<file path="config.mk">
export PLATFORM = sky130hd
export DESIGN_NAME = gate_sweep
export DESIGN_NICKNAME = d
export VERILOG_FILES = /design/src/rtl/gate_sweep.sv
export SDC_FILE = /design/constraint.sdc
export NUM_CORES = 1
export LEC_CHECK = 0
export ABC_AREA = 1
export CAP_MARGIN = 20
export CORE_AREA = 4 4 63 65
export CTS_CLUSTER_SIZE = 24
export DETAILED_ROUTE_END_ITERATION = 16
export DIE_AREA = 0 0 67 69
export GPL_TIMING_DRIVEN = 0
export PLACE_DENSITY = 0.7
export SYNTH_ARGS = -nofsm -noshare
export SYNTH_HDL_FRONTEND = slang
export SYNTH_SLANG_ARGS = --single-unit
</file>
<file path="constraint.sdc">
create_clock -name clk -period 2.45 [get_ports clk]
set_clock_uncertainty 0.15 [all_clocks]
set_input_delay 0.49 -clock clk [delete_from_list [all_inputs] [get_ports clk]]
set_output_delay 0.49 -clock clk [all_outputs]
set_load 0.02 [all_outputs]
</file>
<file path="src/rtl/gate_sweep.sv">
// gate_sweep: exhaustive truth-table sweep of one NIN-input logic gate, counting output mismatches.
// Build option: define GATE_SWEEP_STOP_ON_FAIL_EN to end the sweep at the first mismatch.
module gate_sweep #(
    parameter int NIN    = 2,
    parameter int HOLD   = 4,
    parameter int ECNT_W = 8
) (
    input  logic              clk,
    input  logic              rst_n,
    input  logic              start,
    input  logic [2:0]        op,
    output logic [NIN-1:0]    stim,
    input  logic              dut_y,
    output logic              busy,
    output logic              done,
    output logic              pass,
    output logic [ECNT_W-1:0] err_cnt,
    output logic [NIN-1:0]    first_fail,
    output logic [1:0]        dbg_state
);
    // Handshake: start is a request that is accepted only while busy=0 (IDLE); the FIN cycle
    // is followed by a one-cycle done pulse, and pass/err_cnt/first_fail stay valid from that
    // pulse until the next accepted start.

    localparam int                HCW       = (HOLD > 1) ? $clog2(HOLD) : 1;
    localparam logic [HCW-1:0]    HOLD_LAST = HCW'(HOLD - 1);
    localparam logic [ECNT_W-1:0] ECNT_MAX  = {ECNT_W{1'b1}};

    typedef enum logic [1:0] {
        S_IDLE = 2'd0,
        S_RUN  = 2'd1,
        S_FIN  = 2'd2
    } state_t;

    state_t            r_state;
    logic [2:0]        r_op;
    logic              r_op_ok;
    logic [HCW-1:0]    r_hold;
    logic [NIN-1:0]    r_stim;
    logic              r_busy;
    logic              r_done;
    logic              r_pass;
    logic [ECNT_W-1:0] r_err;
    logic [NIN-1:0]    r_first;

    logic w_op_legal;
    logic w_exp;
    logic w_sample;
    logic w_mismatch;
    logic w_last_vec;
    logic w_stop;

    assign w_op_legal = (op <= 3'd5);
    assign w_sample   = (r_hold == HOLD_LAST);
    assign w_mismatch = (dut_y != w_exp);
    assign w_last_vec = &r_stim;

`ifdef GATE_SWEEP_STOP_ON_FAIL_EN
    assign w_stop = w_last_vec || w_mismatch;
`else
    assign w_stop = w_last_vec;
`endif

    // Reference response of the gate under test for the vector currently applied.
    always_comb begin
        w_exp = 1'b0;
        case (r_op)
            3'd0:    w_exp = &r_stim;
            3'd1:    w_exp = |r_stim;
            3'd2:    w_exp = ^r_stim;
            3'd3:    w_exp = ~(&r_stim);
            3'd4:    w_exp = ~(|r_stim);
            3'd5:    w_exp = ~(^r_stim);
            default: w_exp = 1'b0;
        endcase
    end

    always_ff @(posedge clk or negedge rst_n) begin
        if (!rst_n) begin
            r_state <= S_IDLE;
            r_op    <= 3'd0;
            r_op_ok <= 1'b0;
            r_hold  <= '0;
            r_stim  <= '0;
            r_busy  <= 1'b0;
            r_done  <= 1'b0;
            r_pass  <= 1'b0;
            r_err   <= '0;
            r_first <= '0;
        end else begin
            r_done <= 1'b0;
            case (r_state)
                S_IDLE: begin
                    if (start) begin
                        r_op    <= op;
                        r_op_ok <= w_op_legal;
                        r_stim  <= '0;
                        r_hold  <= '0;
                        r_err   <= '0;
                        r_first <= '0;
                        r_pass  <= 1'b0;
                        r_busy  <= 1'b1;
                        r_state <= w_op_legal ? S_RUN : S_FIN;
                    end
                end
                S_RUN: begin
                    if (w_sample) begin
                        if (w_mismatch) begin
                            if (r_err != ECNT_MAX) begin
                                r_err <= r_err + ECNT_W'(1);
                            end
                            if (r_err == '0) begin
                                r_first <= r_stim;
                            end
                        end
                        // The failing or final vector stays on stim when the sweep ends.
                        if (w_stop) begin
                            r_state <= S_FIN;
                        end else begin
                            r_stim <= r_stim + NIN'(1);
                            r_hold <= '0;
                        end
                    end else begin
                        r_hold <= r_hold + HCW'(1);
                    end
                end
                S_FIN: begin
                    r_done  <= 1'b1;
                    r_pass  <= r_op_ok && (r_err == '0);
                    r_busy  <= 1'b0;
                    r_hold  <= '0;
                    r_state <= S_IDLE;
                end
                default: begin
                    r_busy  <= 1'b0;
                    r_state <= S_IDLE;
                end
            endcase
        end
    end

    assign stim       = r_stim;
    assign busy       = r_busy;
    assign done       = r_done;
    assign pass       = r_pass;
    assign err_cnt    = r_err;
    assign first_fail = r_first;
    assign dbg_state  = r_state;

endmodule
</file>
# Word level (Yosys, flattened, before mapping)
# Cells that the tools add are included.
# W data, S select, Z words.
# classes
add_sub_neg	3
magnitude_cmp	1
n_eq_ne	18
mux	27
bitwise	4
n_reduce_logical	18
# op_table
op	count
$mux W8	4
$mux W2	12
$pmux W8 S2	1
$ne A2 B2 Y1 const B	7
$pmux W2 S2	3
$reduce_and A5 Y1	2
$add A8 B1 Y8 const B	1
$logic_not A8 Y1	1
$ne A8 B8 Y1 const B	1
$reduce_and A2 Y1	4
$eq A3 B2 Y1 const B	2
$eq A3 B3 Y1 const B	2
$pmux W1 S6	1
$pmux W2 S3	1
$reduce_and A3 Y1	2
$add A2 B1 Y2 const B	2
$eq A2 B2 Y1 const B	2
$not A1 Y1	4
$pmux W1 S2	2
$reduce_and A4 Y1	1
$reduce_bool A2 Y1	2
$eq A3 B1 Y1 const B	1
$le A3 B3 Y1 const B	1
$logic_not A3 Y1	1
9 further kinds	11
# word_totals
reg_bits	23
inputBits	7
output_inout_bits	17
word_cells	81

# Logic depth before layout (Yosys ltp)
# Gate-level depths: netlist of run 1.
# logic_depth
depth_word	7
ltp_mapped	12
ltp_nobuf	12

# Worst setup path after synthesis of run 1
# No wires, ideal clock.
# synth_timing
path_kind	register -> register
from	register r_stim[0] (netlist: stim[0])
to	register r_err[2] (netlist: err_cnt[2])
setup_time_ns	0.118
arrival_ns	1.657
t_required_ns	2.182
path_slack_ns	0.526
stages_incl_launch_ff	12
path_buffers	1
period_less_slack_ns	1.924
cell_sequence	dfrtp_1 -> inv_1 -> ha_1 -> inv_1 -> nand2_1 -> nand3_1 -> nand2_1 -> o21bai_1 -> nand3_1 -> buf_4 -> nand3_1 -> nand2_1
# synth_between
elab_chain_cells	6
elab_cells_between_ends	10
classes_between	eq/ne (2); mux (1); bitwise (3); reduce/logical (4)
# synth_lines
element	line	text
start: declaration	39	logic [NIN-1:0] r_stim;
start signal: assignment	120	r_stim <= r_stim + NIN'(1);
$reduce_xor A2 Y1, or another cell as far along	70, 73	
$not A1 Y1 (on tied branches)	73, 71, 72	
$pmux W1 S6 *	67	case (r_op)
$ne A1 B1 Y1 *	55	assign w_mismatch = (dut_y != w_exp);
$ne A2 B2 Y1 (no source line) *	--	
$reduce_and A5 Y1 (no source line) *	--	
end signal: assignment	110	r_err <= r_err + ECNT_W'(1);
end: declaration	43	logic [ECNT_W-1:0] r_err;
# Every way passes the cells marked *; elsewhere a longest branch is shown, timed or not.
# A chain may end at the register's enable or synchronous reset.

# Worst setup path in the final report of run 1
# layout_timing
from	register r_err[2] (netlist: err_cnt[2])
to	output port err_cnt[2]
# layout_rtl
element	line	text
end: declaration	17	output logic [ECNT_W-1:0] err_cnt,
# No word-level cell between the ends.

==> flow_metrics.tcl, run 1 <==
set metrics [dict create \
    drt-initial-drc-count 45 \
    via_per_inst 4.620 \
    yosysUniqueCellTypes 27 \
    vias 1132 \
    synth_seq_cells 23 \
    first_global_vias 1024 \
    worstSkewPairLatency_ns 0.31 \
    grtUsageTotal 0.1285 \
    n_antenna_cell 0 \
    path_max_fanout 6 \
    peakVddDrop_mv 0.3406 \
    critPathMaxStageDelay_ns 0.65 \
    cts_setup_buffers 0 \
    wirelength_microns 2689 \
    synthesis.area_sq_um 1318 \
    row_count 21 \
    grt_max_degree 24 \
    rsz0062_at_grt "no" \
    critPathKind "reg -> out" \
    cts.clk_slew.worst_paths_ns 0.13 \
    end_kind "output pin" \
    netlist_top_cells_area "dfrtp_1 (44%), nand2_1 (13%), nand3_1 (8.7%)" \
    cts_buffers 3 \
    overflow 0 \
    tns_ns 0 \
    start_kind "flip-flop" \
    hold_buffers 0 \
    cts_resized 0 \
    hp-class "reg -> reg" \
    dp_hpwl_microns 2063 \
    crit_start "err_cnt[2]" \
    min_period_over_period 0.8515 \
    crit_family "buffers and inverters" \
    fin_crit_ns 2.086 \
    clockBufferDepth 2 \
    numClockSinks 23 \
    power.leakage_nw 0.8125 \
    area_growth_pct 24.98 \
    max_freq_ghz 0.4793 \
    crit_chain "clkdlybuf4s50_1" \
    pin_count 24 \
    core_sq_um 3337 \
    maxSlewViolCount 0 \
    cp.arrival_ns 1.45 \
    grt_pass1_wl_microns 4705 \
    cp_slowest_cell "clkdlybuf4s50_1" \
    routabilityCongestion 0.8489 \
    drive_gt1_frac 0.07035 \
    cts_tree "done" \
    die_height_microns 69 \
    power_density_nw_per_um2 1174 \
    cts-htree-levels 1 \
    start_util 0.3948 \
    drc 0 \
    layout_common_cells "nand2_1 (46), nand3_1 (23), dfrtp_1 (23), clkdlybuf4s50_1 (23), nor2_1 (22)" \
    final_common_cell "nand2_1" \
    slew_headroom 0.6519 \
    maxCapViolations 0 \
    antenna_left 0 \
    hold_start "first_fail[0]" \
    syn_area_per_cell_sq_um 7.705 \
    root_buffer "clkbuf_4" \
    final_nets 212 \
    finalHoldViolCount 0 \
    die-area_sq_um 4623 \
    wl_per_cell_microns 10.98 \
    antenna_found_initial 0 \
    cp.required_ns 1.81 \
    setup_violations 0 \
    ys.warnings.count 0 \
    postSynthCellCount 171 \
    crit_buf_inv 1 \
    portBuffers 23 \
    worst_slew_pin_slew_ns 0.5205 \
    die_x_microns 67 \
    r2r-start "stim[0]" \
    status "complete, no violations" \
    netlist.area_leader.share 0.4368 \
    first_pass_iters 4 \
    hold_slack_ns 0.3393 \
    yosysTopAreaCell "dfrtp_1" \
    synth-seq-area-share 0.4368 \
    synth_fp_nets 183 \
]
## cell usage after synthesis
cell type / instances
dfrtp_1: 23
nor2_4: 1
a21oi_1: 4
nor2_2: 1
buf_2: 1
xnor2_1: 1
nor3b_1: 2
or2_4: 1
o211ai_1: 1
buf_4: 1
nand3_4: 1
mux2i_1: 1
nand2_4: 1
nor2_1: 22
o21ai_0: 6
a21oi_4: 1
o21a_1: 1
a32o_1: 1
inv_1: 20
inv_2: 2
xor2_1: 1
nand2_1: 46
nor3_1: 2
ha_1: 5
nand3_1: 23
o21bai_1: 1
a211oi_1: 1
## cell type report
| type | count | area (sq um) |
|---|---|---|
| inverters | 22 | 82.58 |
| plain buffers | 2 | 12.51 |
| flip-flops and latches | 23 | 575.6 |
| well taps | 46 | 57.56 |
| repair buffers | 24 | 245.2 |
| multi-input cells | 124 | 646.9 |
| clock buffers | 4 | 26.28 |
| fillers | 344 | 1690 |
## sequential cells by signal (all words and copies together) (netlist names)
register / cells
busy: 1
dbg_state: 2
done: 1
err_cnt: 8
first_fail: 2
pass: 1
r_hold: 2
r_op: 3
r_op_ok: 1
stim: 2
## logic make-up after synthesis
| kind of cell | Yosys count | synth area share |
|---|---|---|
| AO/OA/AOI/OAI | 16 | 0.08074 |
| XOR/XNOR | 2 | 0.01330 |
| adder cells (fa/ha/maj) | 5 | 0.04748 |
| buffers and inverters | 24 | 0.07217 |
| flip-flops | 23 | 0.4368 |
| multiplexers | 1 | 0.007598 |
| AND/OR/NAND/NOR | 100 | 0.3419 |
## power by group
group	switching [mW]	total, mW	leakage [nW]	internal, mW
clock network	0.114	0.178	0.0150	0.0636
registers	0.120	0.637	0.294	0.517
logic	0.666	1.12	0.504	0.453
total	0.900	1.93	0.813	1.03
## through the flow
stage	utilization	std cells	total power [mW]	worst slack [ns]	area (sq um)
global route	0.4934	245	2.127	0.2813	1647
global placement	0.4811	240	1.758	0.3903	1605
CTS	0.4889	244	1.956	0.3504	1632
detailed placement	0.4811	240	1.774	0.3704	1605
finish	0.4934	245	1.933	0.3638	1647
floorplan	-	171	1.415	0.5256	1318
## final timing paths
check	cells past startpoint	end	slack, ns
worst max-delay path	1	err_cnt[2]	0.36
worst min-delay path	2	first_fail[0]	0.34
worst max register to register	11	err_cnt[5]	0.48
worst min register to register	2	first_fail[0]	0.34
max in group asynchronous	2	r_op[2]	1.32
min in group asynchronous	1	err_cnt[2]	0.35
## worst reg2reg max path, delay by kind of cell (launching register included)
family	cells	cell delay, ns
AO/OA/AOI/OAI	1	0.14
adder cells (fa/ha/maj)	1	0.33
buffers and inverters	3	0.37
flip-flops	1	0.41
AND/OR/NAND/NOR	6	0.48
## per-layer routing
| layer | global-route usage | wire length, microns | vias to the layer above |
|---|---|---|---|
| li1 | - | - | 607 |
| met1 | 0.1735 | 1324 | 509 |
| met2 | 0.2009 | 1272 | 14 |
| met3 | 0.01948 | 58 | 2 |
| met4 | 0.05405 | 34 | 0 |
| met5 | 0 | 0 | - |
No activity file was read; power rests on OpenSTA's default activity.
==> run 2, diff against run 1 <==
--- a/config.mk
+++ b/config.mk
@@ -13,6 +13,7 @@
 export DIE_AREA = 0 0 67 69
 export GPL_TIMING_DRIVEN = 0
 export PLACE_DENSITY = 0.7
+export SETUP_SLACK_MARGIN = 0.4
 export SYNTH_ARGS = -nofsm -noshare
 export SYNTH_HDL_FRONTEND = slang
 export SYNTH_SLANG_ARGS = --single-unit
==> flow_metrics.tcl, run 2 (same netlist as run 1, synthesis figures left out) <==
set metrics [dict create \
    status "complete, no violations" \
    tns_ns 0 \
    clockPowerShare 0.089 \
    die-area_sq_um 4623 \
    cts-htree-levels 1 \
    fill_cells 340 \
    dp_hpwl_microns 2063 \
    routabilityCongestion 0.8489 \
    via_per_inst 4.634 \
    largest_reg_flops 8 \
    hold_start "first_fail[0]" \
    path_max_fanout 4 \
    setup_violations 0 \
    slew_headroom 0.6477 \
    die_x_microns 67 \
    wl_per_cell_microns 11.12 \
    register_area_sq_um 575.6 \
    holdPathStages 2 \
    antenna_left 0 \
    crit_family "buffers and inverters" \
    crit_chain "clkdlybuf4s50_1" \
    final_common_cell "nand2_1" \
    n_antenna_cell 0 \
    reg2reg_depth 11 \
    cts.clk_slew.worst_paths_ns 0.13 \
    critPathKind "reg -> out" \
    end_kind "output pin" \
    multiInputGateArea_sq_um 664.4 \
    first_global_vias 1024 \
    layout_common_cells "nand2_1 (46), dfrtp_1 (23), nor2_1 (22), nand3_1 (22), inv_1 (20)" \
    rsz0062_at_grt "yes" \
    cp_slowest_cell "clkdlybuf4s50_1" \
    drt-initial-drc-count 38 \
    numClockSinks 23 \
    cp.arrival_ns 1.35 \
    crit_buf_inv 1 \
    min_period_over_period 0.8116 \
    finalHoldViolCount 0 \
    hold_buffers 0 \
    area_growth_pct 27.26 \
    start_kind "flip-flop" \
    power_frac_seq 0.322 \
    vias 1140 \
    maxSlewViolCount 0 \
    worst_slew_pin_slew_ns 0.5267 \
    swShare 0.4672 \
    start_util 0.3948 \
    drc 0 \
    cts_buffers 3 \
    power_density_nw_per_um2 1177 \
    root_buffer "clkbuf_4" \
    cp.depth 1 \
    die_height_microns 69 \
    drive_gt1_frac 0.08500 \
    power_frac_comb 0.589 \
    core_sq_um 3337 \
    antenna_found_initial 0 \
    maxCapViolations 0 \
    final_nets 213 \
    clockBufferDepth 2 \
    grt_pass1_wl_microns 4705 \
    fin_crit_ns 1.988 \
    first_pass_iters 4 \
    r2r-start "stim[0]" \
    switchingPower_mw 0.9217 \
    critPathMaxStageDelay_ns 0.62 \
    grt_max_degree 24 \
    peakVddDrop_mv 0.3533 \
    overflow 0 \
    portBuffers 23 \
    cts_tree "done" \
    cp.required_ns 1.81 \
    pin_count 24 \
    grtUsageTotal 0.1285 \
    wirelength_microns 2735 \
    row_count 21 \
    power.leakage_nw 0.8755 \
    max_freq_ghz 0.5029 \
    internal_power_mw 1.051 \
    hp-class "reg -> reg" \
    worstSkewPairLatency_ns 0.31 \
    crit_start "err_cnt[6]" \
    power.total_mw 1.973 \
]
run 2: timing repair:
item,CTS,global route
resized for setup,5,6
buffers inserted,0,1
setup endpoints to repair,5,13
pin swaps,0,2
run 2: power groups by stage:
| stage | Combinational [mW] | Clock (mW) | Sequential (mW) |
|---|---|---|---|
| finish | 1.16 | 0.176 | 0.635 |
| global route | 1.31 | 0.199 | 0.661 |
| CTS | 1.12 | 0.186 | 0.637 |
| detailed placement | 1.13 | 0 | 0.646 |
| global placement | 1.11 | 0 | 0.643 |
| floorplan | 0.689 | 0 | 0.726 |
run 2: area by class of cell:
type	instances	share of cell area
plain buffers	2	0.009701
clock buffers	4	0.01567
inverters	22	0.04925
multi-input cells	124	0.3963
flip-flops and latches	23	0.3433
well taps	46	0.03433
repair buffers	25	0.1515
run 2: stage by stage:
| stage | hold WS [ns] | cells | instance area, sq um | setup slack, ns | util |
|---|---|---|---|---|---|
| 4_1_cts | 0.3478 | 244 | 1625 | 0.4046 | 0.4871 |
| 5_1_grt | 0.3747 | 246 | 1677 | 0.3641 | 0.5024 |
| 3_3_place_gp | 0.3075 | 240 | 1605 | 0.3903 | 0.4811 |
| 6_report | 0.3389 | 246 | 1677 | 0.4617 | 0.5024 |
| 3_5_place_dp | 0.3156 | 240 | 1605 | 0.3704 | 0.4811 |
| 2_1_floorplan | 0.04441 | 171 | 1318 | 0.5256 | - |
run 2: per-layer routing:
metal | share of wire | track usage | up-vias
li1 | - | - | 611
met1 | 0.49 | 0.1735 | 512
met2 | 0.47 | 0.2009 | 15
met3 | 0.026 | 0.01948 | 2
met4 | 0.012 | 0.05405 | 0
met5 | 0 | 0 | -
run 2: final timing paths:
kind,to,slack (ns)
max,err_cnt[6],0.46
min,first_fail[0],0.34
max reg2reg,first_fail[1],0.52
min reg2reg,first_fail[0],0.34
max in group asynchronous,r_op[2],1.32
min in group asynchronous,err_cnt[1],0.36
==> run 3, diff against run 2 <==
--- a/config.mk
+++ b/config.mk
@@ -12,7 +12,7 @@
 export DETAILED_ROUTE_END_ITERATION = 16
 export DIE_AREA = 0 0 67 69
 export GPL_TIMING_DRIVEN = 0
-export PLACE_DENSITY = 0.7
+export PLACE_DENSITY = 0.72
 export SETUP_SLACK_MARGIN = 0.4
 export SYNTH_ARGS = -nofsm -noshare
 export SYNTH_HDL_FRONTEND = slang
==> constraint.sdc (replaced) <==
create_clock -name clk -period 1.7 [get_ports clk]
set_clock_uncertainty 0.15 [all_clocks]
set_input_delay 0.34 -clock clk [delete_from_list [all_inputs] [get_ports clk]]
set_output_delay 0.34 -clock clk [all_outputs]
set_load 0.02 [all_outputs]
==> flow_metrics.tcl, run 3 (same netlist as run 1, synthesis figures left out) <==
set metrics [dict create \
    row_count 21 \
    power_frac_seq 0.270 \
    worst_slew_pin_slew_ns 0.2827 \
    min_period_over_period 1.059 \
    cts_tree "done" \
    worstSkewPairLatency_ns 0.32 \
    path_max_fanout 10 \
    cts_buffers 3 \
    drt-initial-drc-count 65 \
    maxSlewViolCount 0 \
    core_sq_um 3337 \
    via_per_inst 4.651 \
    wl_per_cell_microns 11.58 \
    area_growth_pct 57.27 \
    die_height_microns 69 \
    routabilityCongestion 0.7524 \
    setup_slack_ns -0.1009 \
    critPathMaxStageDelay_ns 0.45 \
    final_common_cell "nand2_1" \
    final_nets 239 \
    first_pass_iters 4 \
    switchingPower_mw 1.606 \
    swShare 0.4557 \
    power_frac_comb 0.654 \
    cts-htree-levels 1 \
    n_antenna_cell 0 \
    final_cells 272 \
    dp_slack_ns -0.3613 \
    first_global_vias 1208 \
    layout_common_cells "nand2_1 (41), buf_6 (29), nor2_1 (19)" \
    cp.required_ns 1.77 \
    die_x_microns 67 \
    antenna_found_initial 0 \
    numClockSinks 23 \
    power_density_nw_per_um2 1701 \
    fin_crit_ns 1.801 \
    start_util 0.3948 \
    power.leakage_nw 1.018 \
    hp-class "in -> async" \
    die-area_sq_um 4623 \
    fin_area_sq_um 2072 \
    critPathKind "reg -> reg" \
    clockBufferDepth 2 \
    largest_reg_flops 8 \
    place_area_sq_um 1708 \
    grt_pass1_wl_microns 5402 \
    start_kind "flip-flop" \
    grt_max_degree 24 \
    multiInputGateArea_sq_um 772.0 \
    setup_violations 10 \
    wirelength_microns 3151 \
    max_freq_ghz 0.5553 \
    finalHoldViolCount 0 \
    maxCapViolations 0 \
    drc 0 \
    internal_power_mw 1.918 \
    cp_slowest_cell "dfrtp_2" \
    pin_count 24 \
    crit_chain "inv_2, ha_4, inv_2, nand2_1, nand3_1, nand2_1, o21bai_1, nand3_2, buf_6, nand3_2, nand2_1" \
    slew_headroom 0.8116 \
    cts.clk_slew.worst_paths_ns 0.13 \
    dp_hpwl_microns 2104 \
    fill_cells 291 \
    dp_cells 240 \
    grtUsageTotal 0.1472 \
    drive_gt1_frac 0.4115 \
    violations "setup timing" \
    clockPowerShare 0.076 \
    tns_ns -0.9338 \
    vias 1265 \
    peakVddDrop_mv 1.146 \
    rsz0062_at_grt "yes" \
    end_kind "flip-flop" \
    antenna_left 0 \
    overflow 0 \
    status "finished, violations left" \
    root_buffer "clkbuf_4" \
    cp.arrival_ns 1.87 \
    power.total_mw 3.524 \
    cp_common_cell "nand2_1" \
    register_area_sq_um 583.1 \
    portBuffers 23 \
]
## run 3: changes by cell type in the layout (fill, tap and decap cells not counted), moves of 4 or more
cell / before / now
buf_6: 1 / 29
buf_4: 1 / 15
clkdlybuf4s50_1: 15 / 5
nand3_1: 22 / 12
nand3_2: 1 / 11
dfrtp_1: 23 / 17
dfrtp_2: 0 / 6
nand2_1: 46 / 41
dlygate4sd2_1: 5 / 1
inv_1: 20 / 16
nand2_2: 0 / 4
## run 3: metal layers
layer	vias to the layer above	GRT usage	routed length, microns
met3	4	0.02110	89
li1	658	-	-
met2	16	0.2358	1578
met4	0	0.04730	38
met1	587	0.2006	1444
met5	-	0	0
## run 3: cell type report
type / count / share of cell area
multi-input cells: 124 / 0.3726
flip-flops and latches: 23 / 0.2814
repair buffers: 51 / 0.2548
inverters: 22 / 0.04106
well taps: 46 / 0.02778
clock buffers: 3 / 0.01087
plain buffers: 2 / 0.009058
clock inverters: 1 / 0.002415
## run 3: power by group through the flow
stage / clock, mW / combinational, mW / sequential (mW)
5_1_grt: 0.302 / 2.56 / 0.988
2_1_floorplan: 0 / 1.19 / 1.07
3_5_place_dp: 0 / 1.82 / 0.963
3_3_place_gp: 0 / 1.81 / 0.958
6_report: 0.267 / 2.31 / 0.952
4_1_cts: 0.271 / 2.16 / 0.947
## run 3: path summary, 6_finish.rpt
path	from	end	slack (ns)	depth (start not counted)
max in group asynchronous	rst_n	err_cnt[0]	0.65	3
min in group clk	r_op_ok	r_op_ok	0.36	2
setup reg to reg	stim[0]	err_cnt[1]	-0.10	11
hold reg to reg	r_op_ok	r_op_ok	0.36	2
setup / recovery	stim[0]	err_cnt[1]	-0.10	11
hold / removal	rst_n	err_cnt[2]	0.36	2
## run 3: timing repair
item,CTS,global route
pin swaps,5,3
hold endpoints to repair,0,3
hold buffers,0,1
resized for setup,118,9
setup endpoints to repair,57,38
cloned,0,0
buffers inserted,19,7
## run 3: per-stage QoR
| step | utilization | hold slack (ns) |
|---|---|---|
| final | 0.6209 | 0.3617 |
| after global routing | 0.6209 | 0.3849 |
| after CTS | 0.5853 | 0.1919 |
| after detailed placement | 0.5118 | 0.3218 |
| after global placement | 0.5118 | 0.3179 |
| after floorplan | - | -0.1056 |
## run 3: worst max-delay path, delay by kind of cell, from the launching register on
family	cells	cell delay (ns)
DFF	1	0.45
and+or+nand+nor	6	0.41
buffers and inverters	3	0.31
adders and majority gates	1	0.21
AOI/OAI and AO/OA	1	0.16
